==> config.mk <==
export PLATFORM = sky130hd
export DESIGN_NAME = ipsc_scheduler
export DESIGN_NICKNAME = d
export VERILOG_FILES = /design/src/rtl/ipsc_scheduler.sv
export SDC_FILE = /design/constraint.sdc
export NUM_CORES = 1
export LEC_CHECK = 0
export ABC_AREA = 1
export CORE_UTILIZATION = 32
export CTS_BUF_LIST = sky130_fd_sc_hd__clkbuf_8 sky130_fd_sc_hd__clkbuf_16
export CTS_CLUSTER_SIZE = 20
export DETAILED_ROUTE_END_ITERATION = 6
export PLACE_DENSITY_LB_ADDON = 0.3
export RECOVER_POWER = 100
export REMOVE_ABC_BUFFERS = 1
export SYNTH_ARGS = -nofsm -noshare
export SYNTH_HDL_FRONTEND = slang
export SYNTH_SLANG_ARGS = --single-unit
==> constraint.sdc <==
create_clock -name Clock -period 3 [get_ports Clock]
set_input_delay 0.9 -clock Clock [delete_from_list [all_inputs] [get_ports Clock]]
set_output_delay 0.9 -clock Clock [all_outputs]
set_load 0.02 [all_outputs]
==> src/rtl/ipsc_scheduler.sv <==
// -----------------------------------------------------------------------------
// ipsc_scheduler
//
// Time-multiplexes one shared IPSC datapath across a neuron array, once per
// integration step. For each neuron the block reads Vmem/gex/gin from the
// neuron state RAMs, drives the datapath with the excitatory operands, then the
// inhibitory operands, and writes the summed synaptic current (Iex + Iinh) back.
// The datapath is combinational and slow. Each evaluation therefore has
// SETTLE_CYCLES cycles to settle (a multicycle path). The operand registers do
// not change during that window.
//
// Per-neuron sequence: FETCH, LOAD, EXC_WAIT x S, INH_WAIT x S, WRITE.
// This takes 2*S+3 cycles. A pass takes NumNeurons*(2*S+3)+1 cycles from the
// Start edge to the Done pulse.
//
// Ports:
//   Clock       sole clock, rising edge
//   Reset       asynchronous, active-low; clears all state and outputs
//   Start       pulse; begins a pass, only honoured in IDLE
//   NumNeurons  neurons to process, latched at Start (0 -> immediate Done)
//   Eex, Einh   signed reversal potentials, sampled when driven onto UnitE
//   StateAddr   read address to the Vmem/gex/gin RAMs (1-cycle read latency)
//   VmemIn      Vmem read data
//   GexIn       gex read data
//   GinIn       gin read data
//   UnitE       registered reversal-potential operand to the datapath
//   UnitVmem    registered Vmem operand to the datapath
//   UnitG       registered conductance operand to the datapath
//   UnitIPSC    combinational datapath result
//   IPSCWrEn    one-cycle write strobe
//   IPSCWrAddr  write address for the current neuron
//   IPSCWrData  Iex + Iinh (two's complement, wraps, no saturation)
//   Busy        high while a neuron is being processed (FETCH..WRITE)
//   Done        one-cycle pulse at the end of a pass
//
// SETTLE_CYCLES must be at least 1.
// -----------------------------------------------------------------------------
module ipsc_scheduler #(
  parameter int INTEGER_WIDTH     = 32,
  parameter int DATA_WIDTH_FRAC   = 32,
  parameter int DATA_WIDTH        = INTEGER_WIDTH + DATA_WIDTH_FRAC,
  parameter int NEURON_ADDR_WIDTH = 8,
  parameter int SETTLE_CYCLES     = 2
) (
  input  logic                         Clock,
  input  logic                         Reset,
  input  logic                         Start,
  input  logic [NEURON_ADDR_WIDTH-1:0] NumNeurons,
  input  logic [INTEGER_WIDTH-1:0]     Eex,
  input  logic [INTEGER_WIDTH-1:0]     Einh,
  output logic [NEURON_ADDR_WIDTH-1:0] StateAddr,
  input  logic [DATA_WIDTH-1:0]        VmemIn,
  input  logic [DATA_WIDTH-1:0]        GexIn,
  input  logic [DATA_WIDTH-1:0]        GinIn,
  output logic [INTEGER_WIDTH-1:0]     UnitE,
  output logic [DATA_WIDTH-1:0]        UnitVmem,
  output logic [DATA_WIDTH-1:0]        UnitG,
  input  logic [DATA_WIDTH-1:0]        UnitIPSC,
  output logic                         IPSCWrEn,
  output logic [NEURON_ADDR_WIDTH-1:0] IPSCWrAddr,
  output logic [DATA_WIDTH-1:0]        IPSCWrData,
  output logic                         Busy,
  output logic                         Done
);

  typedef enum logic [2:0] {
    S_IDLE,
    S_FETCH,
    S_LOAD,
    S_EXC_WAIT,
    S_INH_WAIT,
    S_WRITE,
    S_DONE
  } state_t;

  // The settle counter counts down from SETTLE_CYCLES-1 to 0.
  // The capture happens on the edge where it reads 0.
  localparam int CNT_W = (SETTLE_CYCLES > 1) ? $clog2(SETTLE_CYCLES) : 1;
  localparam logic [CNT_W-1:0] SETTLE_LOAD = CNT_W'(SETTLE_CYCLES - 1);

  state_t                         state;
  state_t                         next_state;
  logic [NEURON_ADDR_WIDTH-1:0]   idx;
  logic [NEURON_ADDR_WIDTH-1:0]   num_q;
  logic [CNT_W-1:0]               settle_cnt;
  logic [DATA_WIDTH-1:0]          gin_hold;
  logic [DATA_WIDTH-1:0]          acc;
  logic                           settle_done;
  logic                           last_neuron;

  // The index counter is the RAM read address. It only advances in WRITE,
  // so the address is stable through FETCH and LOAD.
  assign StateAddr   = idx;
  assign settle_done = (settle_cnt == '0);
  // num_q is never 0 while a neuron is in flight, so the subtraction cannot
  // underflow.
  assign last_neuron = (idx == num_q - 1'b1);

  // ---------------------------------------------------------------------------
  // State register
  // ---------------------------------------------------------------------------
  // NOTE: clocked state uses non-blocking (<=) so every register samples
  // pre-edge values; blocking here would create order-dependent races.
  always_ff @(posedge Clock or negedge Reset) begin
    if (!Reset) begin
      state <= S_IDLE;
    end else begin
      state <= next_state;
    end
  end

  // ---------------------------------------------------------------------------
  // Next-state logic
  // ---------------------------------------------------------------------------
  // NOTE: next_state gets a default before the case so that no path leaves it
  // unassigned; a missing default would infer a latch.
  always_comb begin
    next_state = state;
    case (state)
      S_IDLE: begin
        if (Start) begin
          next_state = (NumNeurons != '0) ? S_FETCH : S_DONE;
        end
      end
      S_FETCH:    next_state = S_LOAD;
      S_LOAD:     next_state = S_EXC_WAIT;
      S_EXC_WAIT: if (settle_done) next_state = S_INH_WAIT;
      S_INH_WAIT: if (settle_done) next_state = S_WRITE;
      S_WRITE:    next_state = last_neuron ? S_DONE : S_FETCH;
      S_DONE:     next_state = S_IDLE;
      default:    next_state = S_IDLE;
    endcase
  end

  // ---------------------------------------------------------------------------
  // Datapath sequencing, operand registers and registered outputs
  // ---------------------------------------------------------------------------
  always_ff @(posedge Clock or negedge Reset) begin
    if (!Reset) begin
      idx        <= '0;
      num_q      <= '0;
      settle_cnt <= '0;
      gin_hold   <= '0;
      acc        <= '0;
      UnitE      <= '0;
      UnitVmem   <= '0;
      UnitG      <= '0;
      IPSCWrEn   <= 1'b0;
      IPSCWrAddr <= '0;
      IPSCWrData <= '0;
      Busy       <= 1'b0;
      Done       <= 1'b0;
    end else begin
      // Busy and Done are registered from the next state. Both therefore
      // line up exactly with the state they describe.
      Busy     <= (next_state inside {S_FETCH, S_LOAD, S_EXC_WAIT,
                                      S_INH_WAIT, S_WRITE});
      Done     <= (next_state == S_DONE);
      IPSCWrEn <= 1'b0;

      case (state)
        S_IDLE: begin
          if (Start) begin
            num_q <= NumNeurons;
            idx   <= '0;
          end
        end

        S_LOAD: begin
          // RAM data is valid this cycle. Start the excitatory evaluation
          // and keep gin for the inhibitory evaluation.
          UnitE      <= Eex;
          UnitVmem   <= VmemIn;
          UnitG      <= GexIn;
          gin_hold   <= GinIn;
          settle_cnt <= SETTLE_LOAD;
        end

        S_EXC_WAIT: begin
          if (settle_done) begin
            acc        <= UnitIPSC;
            UnitE      <= Einh;
            UnitG      <= gin_hold;
            settle_cnt <= SETTLE_LOAD;
          end else begin
            settle_cnt <= settle_cnt - 1'b1;
          end
        end

        S_INH_WAIT: begin
          if (settle_done) begin
            IPSCWrData <= acc + UnitIPSC;
            IPSCWrAddr <= idx;
            IPSCWrEn   <= 1'b1;
          end else begin
            settle_cnt <= settle_cnt - 1'b1;
          end
        end

        S_WRITE: begin
          // On the last neuron the index holds, so it never wraps even when
          // NumNeurons is at its maximum.
          if (!last_neuron) begin
            idx <= idx + 1'b1;
          end
        end

        default: ;
      endcase
    end
  end

endmodule

### After elaboration in Yosys (flattened, before gate mapping)

Cells that the tools add are included.
W data, S select, Z words.

| word-level totals | value |
|---|---|
| input port bits | 331 |
| word-level logic and storage cells | 63 |
| output and inout port bits | 243 |
| register bits | 383 |

| cells by class | value |
|---|---|
| mux-type cells | 18 |
| eq/ne operators | 15 |
| reduce and logical (&&, ||, !) cells | 11 |
| bitwise gates (word level) | 1 |
| add/sub/neg operators | 4 |

Operators with widths:

| kind | number |
|---|---|
| $pmux W64 S2 | 1 |
| $add A64 B64 Y64 | 1 |
| $mux W64 | 1 |
| $pmux W32 S2 | 1 |
| $mux W32 | 1 |
| $pmux W3 S6 | 1 |
| $mux W8 | 2 |
| $pmux W8 S2 | 1 |
| $eq A3 B3 Y1 const B | 5 |
| $mux W3 | 5 |
| $eq A3 B2 Y1 const B | 4 |
| $add A8 B1 Y8 const B | 1 |
| $eq A8 B8 Y1 | 1 |
| $reduce_and A2 Y1 | 4 |
| $reduce_bool A8 Y1 | 1 |
| $sub A8 B1 Y8 const B | 1 |
| $eq A3 B1 Y1 const B | 2 |
| $ne A2 B2 Y1 const B | 3 |
| $reduce_bool A5 Y1 | 1 |
| $mux W1 | 4 |
| $reduce_bool A2 Y1 | 2 |
| $logic_not A3 Y1 | 1 |
| $pmux W1 S3 | 1 |
| $reduce_and A3 Y1 | 1 |
| other kinds (3) | 3 |

### Logic depth before layout (Yosys ltp)

Gate-level depths: netlist of the first run.

| depth | value |
|---|---|
| depth after elaboration | 6 |
| gate-level depth with buffers | 17 |
| gate-level depth less buffers | 17 |

### Worst setup path after synthesis of the first run

Ideal clock, no wire load.

| path | value |
|---|---|
| path type | in2reg |
| start | input port UnitIPSC[0] |
| end | register IPSCWrData[60] |
| path buffers | 0 |
| stages | 17 |
| data arrival time | 2523 ps |
| required time | 2883 ps |
| setup time | 117 ps |
| slack | 360 ps |
| cells stage by stage | ha_1 > inv_1 > fa_1 > inv_1 > nand3_1 > nand2_1 > nand2_1 > nand2_1 > nand2_1 > nand2_1 > nand2_1 > nand2_1 > nand2_1 > nand2_1 > nand2_1 > nand3_1 > nand2_1 |

| on the way | value |
|---|---|
| word-level cells in the longest chain between the ends | 1 |

Ends and longest elaborated chain:

| element | RTL line | source |
|---|---|---|
| start, declared | 58 | `input logic [DATA_WIDTH-1:0] UnitIPSC,` |
| $add A64 B64 Y64 | 192 | `IPSCWrData <= acc + UnitIPSC;` |
| end signal, assigned | 192 |  |
| end, declared | 61 | `output logic [DATA_WIDTH-1:0] IPSCWrData,` |

Every way passes these cells.
A chain may end at the register's enable or synchronous reset.

### Worst setup path after layout of the first run

| path | value |
|---|---|
| start | input port UnitIPSC[23] |
| end | register IPSCWrData[25] |

The elaborated chain is that of the path after synthesis.

==> results of run 1 <==
## flip-flops by register name (all words and copies together) (netlist names), 3 cells and up
register and flops:
IPSCWrAddr 8, IPSCWrData 64, StateAddr 8, UnitE 32, UnitG 64, UnitVmem 64
acc 64, gin_hold 64, num_q 8, state 3
## cell usage after synthesis, types with 3 or more instances
cell      instances  area [µm²]
clkbuf_1         50       187.7
nand3_1         117       585.6
xnor2_1          24       210.2
nor2_1          238       893.4
nor3_1           11       55.05
buf_2            29       145.1
buf_4             9       67.56
ha_1             65       813.3
buf_1            10       37.54
o21ai_2           7       61.31
nor2_2            3       18.77
inv_1           327        1227
inv_2             6       22.52
dfrtp_1         383        9584
nand3b_1          9       67.56
nand4_1          17       106.4
or2_2             5       31.28
o21ai_0          60       300.3
xor2_1            9       78.83
nand2_1        1478        5548
a31oi_1          96       600.6
a21oi_1          58       290.3
## power by group through the flow
stage / clock network [mW] / logic [mW] / registers [mW]
2_1_floorplan: 0 / 8.38 / 10.8
3_3_place_gp: 0 / 20.0 / 9.22
3_5_place_dp: 0 / 20.2 / 9.26
4_1_cts: 6.24 / 20.3 / 9.23
5_1_grt: 6.44 / 21.4 / 9.47
6_report: 6.10 / 19.4 / 9.15
## kinds of logic (layout without fill, tap and decap cells)
kind of cell | after synthesis | after routing | synth area share
fa+ha+maj | 66 | 66 | 0.03955
xor+xnor | 33 | 33 | 0.01372
flops | 383 | 383 | 0.4548
other cells | 0 | 8 | 0
buf+inv | 434 | 1208 | 0.08099
simple gates | 1887 | 1887 | 0.3498
compound gates | 226 | 226 | 0.06110
## routing by layer
| layer | track usage | part of all wire |
|---|---|---|
| met5 | 0 | 0.00069 |
| met4 | 0.08235 | 0.028 |
| met3 | 0.04264 | 0.067 |
| met2 | 0.3672 | 0.46 |
| met1 | 0.3138 | 0.44 |
## worst max path at each step
| stage | startpoint | to | slack [ns] | cells after the start |
|---|---|---|---|---|
| floorplan | state[2] | Busy | -9.72 | 6 |
| global placement | UnitIPSC[24] | IPSCWrData[57] | -0.35 | 15 |
| detailed placement | UnitIPSC[0] | IPSCWrData[62] | -0.36 | 18 |
| CTS | UnitIPSC[0] | IPSCWrData[62] | 0.25 | 18 |
| global route | state[0] | UnitG[28] | 0.01 | 6 |
| finish | UnitIPSC[23] | IPSCWrData[25] | 0.17 | 12 |
## metrics by stage
step             util  worst slack (ns)
6_report       0.4729            0.1685
5_1_grt        0.4729           0.01440
4_1_cts        0.4765            0.2462
3_5_place_dp   0.4508           -0.3617
3_3_place_gp   0.4508           -0.3495
2_1_floorplan       -            -9.718
## worst max-delay path, stage by stage
cell	delay [ns]
clkdlybuf4s50_1	0.46
ha_1	0.37
nand2_1	0.19
nor2_1	0.18
inv_1	0.11
nor3_1	0.18
buf_4	0.17
nand3_1	0.07
nand2_1	0.15
clkbuf_1	0.19
xnor2_1	0.20
o21ai_0	0.12
## final cells by class
class	count	area share
clock inverter	29	0.01070
multi-input combinational	2212	0.3187
tap	855	0.03490
antenna	8	0.0006532
inverter	335	0.04131
timing repair buffer	786	0.2373
sequential	383	0.3127
clock buffer	58	0.04368
==> impl_metrics.ini, run 1 <==
[clock_network]
worst_skew_pair.late_latency_ns = 0.59
cts_root_buf = clkbuf_16
post-cts-setup-buffers = 0
cts.path.max_buffers = 3
cts_hold_buf = 0
htree_levels = 2
path_clk_slew_ns = 0.06
cts_tree = done
cts_buffers = 47
clock-sinks = 383
cts_resized = 0

[global_route]
antenna_found_initial = 14
grt_start_max_net_pins = 129
grt_pass1_vias = 20540
grt_pass1_wl_mm = 119.3
grtUsageTotal = 0.2311
grt-ovfl-total = 0

[die]
dieArea_mm2 = 0.06688
die_h_um = 258.6
core_area_mm2 = 0.06481
start_util = 0.3251
rows = 93
fp.dieW_um = 258.6
num_io_pins = 574

[power]
intPower_mw = 18.96
swShare = 0.4524
power_mw = 34.62
combPwrFrac = 0.560
pwr-share-seq = 0.264
power.leakage_nw = 15.79
p_sw_mw = 15.66
p_per_area_mw_per_mm2 = 1129
worst_ir_drop_vdd_uv = 637.3
clockPowerShare = 0.176

[detailed_routing]
first_iter_violations = 1537
dr.pass1.iters = 5
wirelength_mm = 79.19
dr_total_vias = 21480
via_per_inst = 4.603
antenna_left = 0
wl_per_cell_um = 16.97
remaining_drc_errors = 0

[sta]
setup-violations-final = 0
clock.fmax_ghz = 0.3532
hold_viol_final = 0
hold_slack_ns = 0.4599
post-route-min-period_ns = 2.832
maxSlewHeadroom = -0.03470
fin_crit_sh = 0.9438
fin_tns_setup_ns = 0
slew_viol_final = 66
skew_ns = 0.01493
grt_setup_unrepaired = no
worstMarginPinSlew_ns = 1.552

[yosys]
ys.flop_type = dfrtp_1
synthArstFlopShare = 1.000
ys_warn_count = 0
synth.ff_latch_count = 383
synth_edf_count = 0
syn_area_mm2 = 0.02107
yosys.cell_types.count = 35
avgSynthCellArea_um2 = 6.957
syn_inst = 3029
ys_seq_area_frac = 0.4548

[critical_path]
cp.arrival_ns = 3.27
worstSetupEndpointType = flop
reg2reg_depth = 6
rr_startpoint = state[0]
reg2reg_setup_slack_ns = 0.24
crit_required_ns = 3.44
path_class = primary input to flop
critPathLaunchType = primary input
cp_max_fo = 5
r2r-end = UnitE[11]

[hold_path]
whs_endpoint = UnitVmem[5]
holdPathStages = 2
min_from = UnitVmem[5]
hold_class = flop to flop

[final_layout]
seq_area_mm2 = 0.009584
nFillCells = 6546
final_cell_mix = 1479 x nand2_1, 383 x dfrtp_1, 338 x inv_1, 326 x clkdlybuf4s50_1, 246 x dlygate4sd3_1
finalInstanceArea_mm2 = 0.03065
nets = 4162
synthToLayoutAreaGrowth_pct = 45.45
final_layout_size_suffix_gt1_frac = 0.07599
final_common_cell = nand2_1
multi_input_area_mm2 = 0.009768
stdcell_count = 4666

[placed_design]
place.port_buffers = 573
dp_hpwl_mm = 60.59
dpl_cell_area_mm2 = 0.02922
dp_cells = 4571
place.gp.congestion = 0.9579

[outcome]
violations = max-capacitance violations, max-slew violations
status = finished with violations

[flow_run]
cap_violations = 1
Power figures use the tool's default switching activity.
==> inputs of run 2 (changes only) <==
--- a/config.mk
+++ b/config.mk
@@ -8,11 +8,13 @@
 export ABC_AREA = 1
 export CORE_UTILIZATION = 32
 export CTS_BUF_LIST = sky130_fd_sc_hd__clkbuf_8 sky130_fd_sc_hd__clkbuf_16
+export CTS_CLUSTER_DIAMETER = 60
 export CTS_CLUSTER_SIZE = 20
 export DETAILED_ROUTE_END_ITERATION = 6
 export PLACE_DENSITY_LB_ADDON = 0.3
 export RECOVER_POWER = 100
 export REMOVE_ABC_BUFFERS = 1
+export SLEW_MARGIN = 20
 export SYNTH_ARGS = -nofsm -noshare
 export SYNTH_HDL_FRONTEND = slang
 export SYNTH_SLANG_ARGS = --single-unit
==> impl_metrics.ini, run 2 (synthesis results as in run 1) <==
[outcome]
status = finished with violations
violations = max-capacitance violations, max-slew violations

[sta]
grt_setup_unrepaired = no
slew_viol_final = 66
fin_crit_sh = 0.9374
maxSlewHeadroom = -0.02369
post-route-min-period_ns = 2.812
skew_ns = 0.02953
clock.fmax_ghz = 0.3556
worstMarginPinSlew_ns = 1.536
hold_viol_final = 0
setup-violations-final = 0
layout_setup_ws_ns = 0.1877

[clock_network]
cts_buffers = 42
cts_root_buf = clkbuf_16
clock-sinks = 383
htree_levels = 2
cts_resized = 0
worst_skew_pair.late_latency_ns = 0.59
cts_tree = done
cts_hold_buf = 0
path_clk_slew_ns = 0.07
post-cts-setup-buffers = 0
cts.path.max_buffers = 3

[placed_design]
place.gp.congestion = 0.9579
dp_cells = 4571
dp_hpwl_mm = 60.59
place.port_buffers = 573
pre_cts_ws_ns = -0.3617

[die]
rows = 93
core_area_mm2 = 0.06481
num_io_pins = 574
start_util = 0.3251
dieArea_mm2 = 0.06688
die_h_um = 258.6
fp.dieW_um = 258.6

[global_route]
grt_start_max_net_pins = 129
antenna_found_initial = 15
grt_pass1_wl_mm = 119.4
grt_pass1_vias = 20620
grtUsageTotal = 0.2314
grt-ovfl-total = 0

[critical_path]
path_cells = clkdlybuf4s50_1, ha_1, inv_1, fa_1, inv_1, clkbuf_4, nand3_1, nand3_1, nand3_1, nand2_1, clkbuf_1, nand2_1, nand2_1, nand2_1, nand3_1, nand2_1
reg2reg_setup_slack_ns = 0.22
slowest_stage = clkdlybuf4s50_1
cp.arrival_ns = 3.29
worstSetupEndpointType = flop
cp_max_fo = 3
critical_path.max_stage_delay_ns = 0.49
path_class = primary input to flop
critPathLaunchType = primary input
rr_startpoint = state[2]
crit_required_ns = 3.47
r2r-end = acc[1]
cp_common_cell = nand2_1
reg2reg_depth = 5

[final_layout]
synthToLayoutAreaGrowth_pct = 44.70
final_common_cell = nand2_1
nets = 4157
post-route-util = 0.4704
final_layout_size_suffix_gt1_frac = 0.07565
nFillCells = 6572
stdcell_count = 4657
final_cell_mix = 1479 x nand2_1, 383 x dfrtp_1, 329 x inv_1, 326 x clkdlybuf4s50_1, 246 x dlygate4sd3_1

[detailed_routing]
wl_per_cell_um = 17.02
wirelength_mm = 79.28
dr.pass1.iters = 6
first_iter_violations = 1622
dr_total_vias = 21430
via_per_inst = 4.602
remaining_drc_errors = 0
antenna_left = 0

[power]
worst_ir_drop_vdd_uv = 612.7
p_per_area_mw_per_mm2 = 1122
power.leakage_nw = 15.67

[hold_path]
whs_endpoint = UnitVmem[59]
holdPathStages = 2
hold_class = flop to flop
min_from = UnitVmem[59]

[flow_run]
cap_violations = 1
[run 2: layout make-up]
cell class,instances,area [µm²],area share
Multi-Input combinational cell,2212,9761,0.3201
Sequential cell,383,9584,0.3143
Timing Repair Buffer,786,7276,0.2386
Inverter,335,1266,0.04153
Clock buffer,45,1104,0.03619
Tap cell,855,1070,0.03509
Clock inverter,33,410.4,0.01346
Antenna cell,8,20.02,0.0006566
[run 2: worst max-delay path: cells and delay by family]
kind                       cells  cell delay, ns
adders and majority gates      2            0.60
buffers and inverters          5            0.94
and+or+nand+nor                9            0.84
[run 2: metal layers]
layer,part of all wire,global-route usage
met1,0.44,0.3097
met2,0.46,0.3705
met3,0.066,0.04568
met4,0.030,0.08333
met5,0.00095,0
[run 2: worst max-delay path by stage]
stage                            start              to  slack [ns]
final                      UnitIPSC[0]  IPSCWrData[58]        0.19
after global routing          state[2]          acc[1]        0.01
after CTS                  UnitIPSC[0]  IPSCWrData[62]        0.27
after detailed placement   UnitIPSC[0]  IPSCWrData[62]       -0.36
after global placement    UnitIPSC[24]  IPSCWrData[57]       -0.35
after floorplan               state[2]            Busy       -9.72
[run 2: where the power goes]
part	switching [mW]	internal [mW]	total [mW]	leakage, nW
registers	1.45	7.70	9.15	4.57
clock network	2.59	3.09	5.68	0.743
logic	11.8	7.56	19.4	10.4
[run 2: per-stage QoR]
stage	total power [mW]	setup TNS, ns	hold slack [ns]	instance area [µm²]
2_1_floorplan	19.16	-1943.75	0.4422	20620
3_3_place_gp	29.25	-10.89	0.4530	29220
3_5_place_dp	29.49	-11.60	0.4574	29220
4_1_cts	35.37	0	0.2170	30730
5_1_grt	36.91	0	0.4859	30490
6_report	34.21	0	0.4646	30490
==> inputs of run 3 (changes only) <==
--- a/config.mk
+++ b/config.mk
@@ -6,6 +6,8 @@
 export NUM_CORES = 1
 export LEC_CHECK = 0
 export ABC_AREA = 1
+export CELL_PAD_IN_SITES_DETAIL_PLACEMENT = 1
+export CELL_PAD_IN_SITES_GLOBAL_PLACEMENT = 1
 export CORE_UTILIZATION = 32
 export CTS_BUF_LIST = sky130_fd_sc_hd__clkbuf_8 sky130_fd_sc_hd__clkbuf_16
 export CTS_CLUSTER_DIAMETER = 60
==> impl_metrics.ini, run 3 (synthesis results as in run 1) <==
[power]
power.leakage_nw = 15.75
p_per_area_mw_per_mm2 = 1129
worst_ir_drop_vdd_uv = 690.0
power_mw = 34.53

[critical_path]
cp_max_fo = 3
path_buf_inv = 3
worstSetupEndpointType = flop
cp_common_cell = nand2_1
path_cells = dlygate4sd3_1, ha_1, nand2_1, nor2_1, nand2_1, clkbuf_1, nor3_1, nand2_1, nand2_1, clkbuf_4, xnor2_1, o21ai_1
crit_required_ns = 3.43
cp.arrival_ns = 3.27
path_class = primary input to flop
critPathLaunchType = primary input
critical_path.max_stage_delay_ns = 0.58
slowest_stage = dlygate4sd3_1
critical-path-top-delay-family = simple AND/OR/NAND/NOR gates

[final_layout]
nets = 4180
final_layout_size_suffix_gt1_frac = 0.08073
final_cell_mix = 1476 x nand2_1, 383 x dfrtp_1, 332 x inv_1, 326 x clkdlybuf4s50_1, 246 x dlygate4sd3_1
nFillCells = 8183
synthToLayoutAreaGrowth_pct = 45.20
final_common_cell = nand2_1

[global_route]
grt_pass1_vias = 22940
grt_pass1_wl_mm = 133.7
grtUsageTotal = 0.2569
grt-ovfl-total = 0
grt_start_max_net_pins = 125
antenna_found_initial = 13

[die]
die_h_um = 258.6
num_io_pins = 574
core_area_mm2 = 0.06481
start_util = 0.3251
dieArea_mm2 = 0.06688
rows = 93
fp.dieW_um = 258.6

[detailed_routing]
dr.pass1.iters = 7
remaining_drc_errors = 0
first_iter_violations = 1275
antenna_left = 0
wirelength_mm = 87.04
via_per_inst = 4.717
dr_total_vias = 22080
wl_per_cell_um = 18.59

[clock_network]
cts_tree = done
cts_hold_buf = 0
htree_levels = 2
path_clk_slew_ns = 0.07
clock-sinks = 383
worst_skew_pair.late_latency_ns = 0.59
cts.path.max_buffers = 3
post-cts-setup-buffers = 0
cts_buffers = 41
cts_root_buf = clkbuf_16

[sta]
post-route-min-period_ns = 2.840
maxSlewHeadroom = -0.2258
hold_viol_final = 0
fin_crit_sh = 0.9465
grt_setup_unrepaired = no
clock.fmax_ghz = 0.3522
layout_setup_ws_ns = 0.1604
fin_tns_setup_ns = 0
slew_viol_final = 121
worstMarginPinSlew_ns = 1.839
skew_ns = 0.01624
setup-violations-final = 0
hold_slack_ns = 0.4654

[placed_design]
dp_hpwl_mm = 67.24
pre_cts_ws_ns = -0.4587
place.gp.congestion = 0.9081
place.port_buffers = 573

[flow_run]
cap_violations = 2

[hold_path]
hold_class = flop to flop

[outcome]
violations = max-capacitance violations, max-slew violations
status = finished with violations
run 3: power breakdown:
group          switching (mW)  leakage (nW)  internal (mW)
Combinational            12.2          10.5           7.70
Clock                    2.49         0.702           2.93
Sequential               1.49          4.57           7.71
Total                    16.2          15.8           18.3
run 3: cell type report:
type / instances / area, µm² / share of cell area
diodes: 11 / 27.53 / 0.0008996
clock buffers: 46 / 1106 / 0.03615
clock inverters: 29 / 311.5 / 0.01018
inverters: 335 / 1267 / 0.04142
multi-input cells: 2212 / 9752 / 0.3187
flip-flops and latches: 383 / 9584 / 0.3132
well taps: 855 / 1070 / 0.03496
repair buffers: 810 / 7478 / 0.2444
run 3: final timing paths:
| kind | start | to | slack (ns) | depth (start not counted) |
|---|---|---|---|---|
| max in group asynchronous | Reset | UnitG[45] | 0.45 | 2 |
| hold / removal | UnitVmem[14] | UnitVmem[14] | 0.47 | 2 |
| setup / recovery | UnitIPSC[17] | IPSCWrData[31] | 0.16 | 12 |
| min in group asynchronous | Reset | UnitVmem[50] | 0.80 | 1 |
| hold reg to reg | UnitVmem[14] | UnitVmem[14] | 0.47 | 2 |
| setup reg to reg | state[2] | UnitG[7] | 0.24 | 6 |
run 3: worst reg2reg max path: stages, from the launching register on:
cell and delay, ns:
dfrtp_1 0.39, inv_1 0.09, nand3_1 0.16, buf_4 0.51
clkbuf_2 1.00, nand2_1 0.27, a31oi_1 0.25
run 3: repair_timing:
item	CTS	global route
endpoints found under the hold margin	0	0
setup endpoints to repair	0	8
gates resized for setup	0	4
run 3: metrics by stage:
step | cells | utilization | cell area, µm²
3_3_place_gp | 4595 | 0.4532 | 29370
2_1_floorplan | 2930 | - | 20620
4_1_cts | 4670 | 0.4750 | 30790
5_1_grt | 4680 | 0.4720 | 30590
6_report | 4681 | 0.4721 | 30600
3_5_place_dp | 4595 | 0.4532 | 29370
run 3: layer usage:
layer / GRT usage / wire, µm / share of wire / vias up
li1: - / - / - / 10850
met1: 0.3293 / 38190 / 0.44 / 10580
met2: 0.4359 / 41900 / 0.48 / 523
met3: 0.04656 / 4515 / 0.052 / 125
met4: 0.08350 / 2419 / 0.028 / 2
met5: 0 / 17 / 0.00020 / -
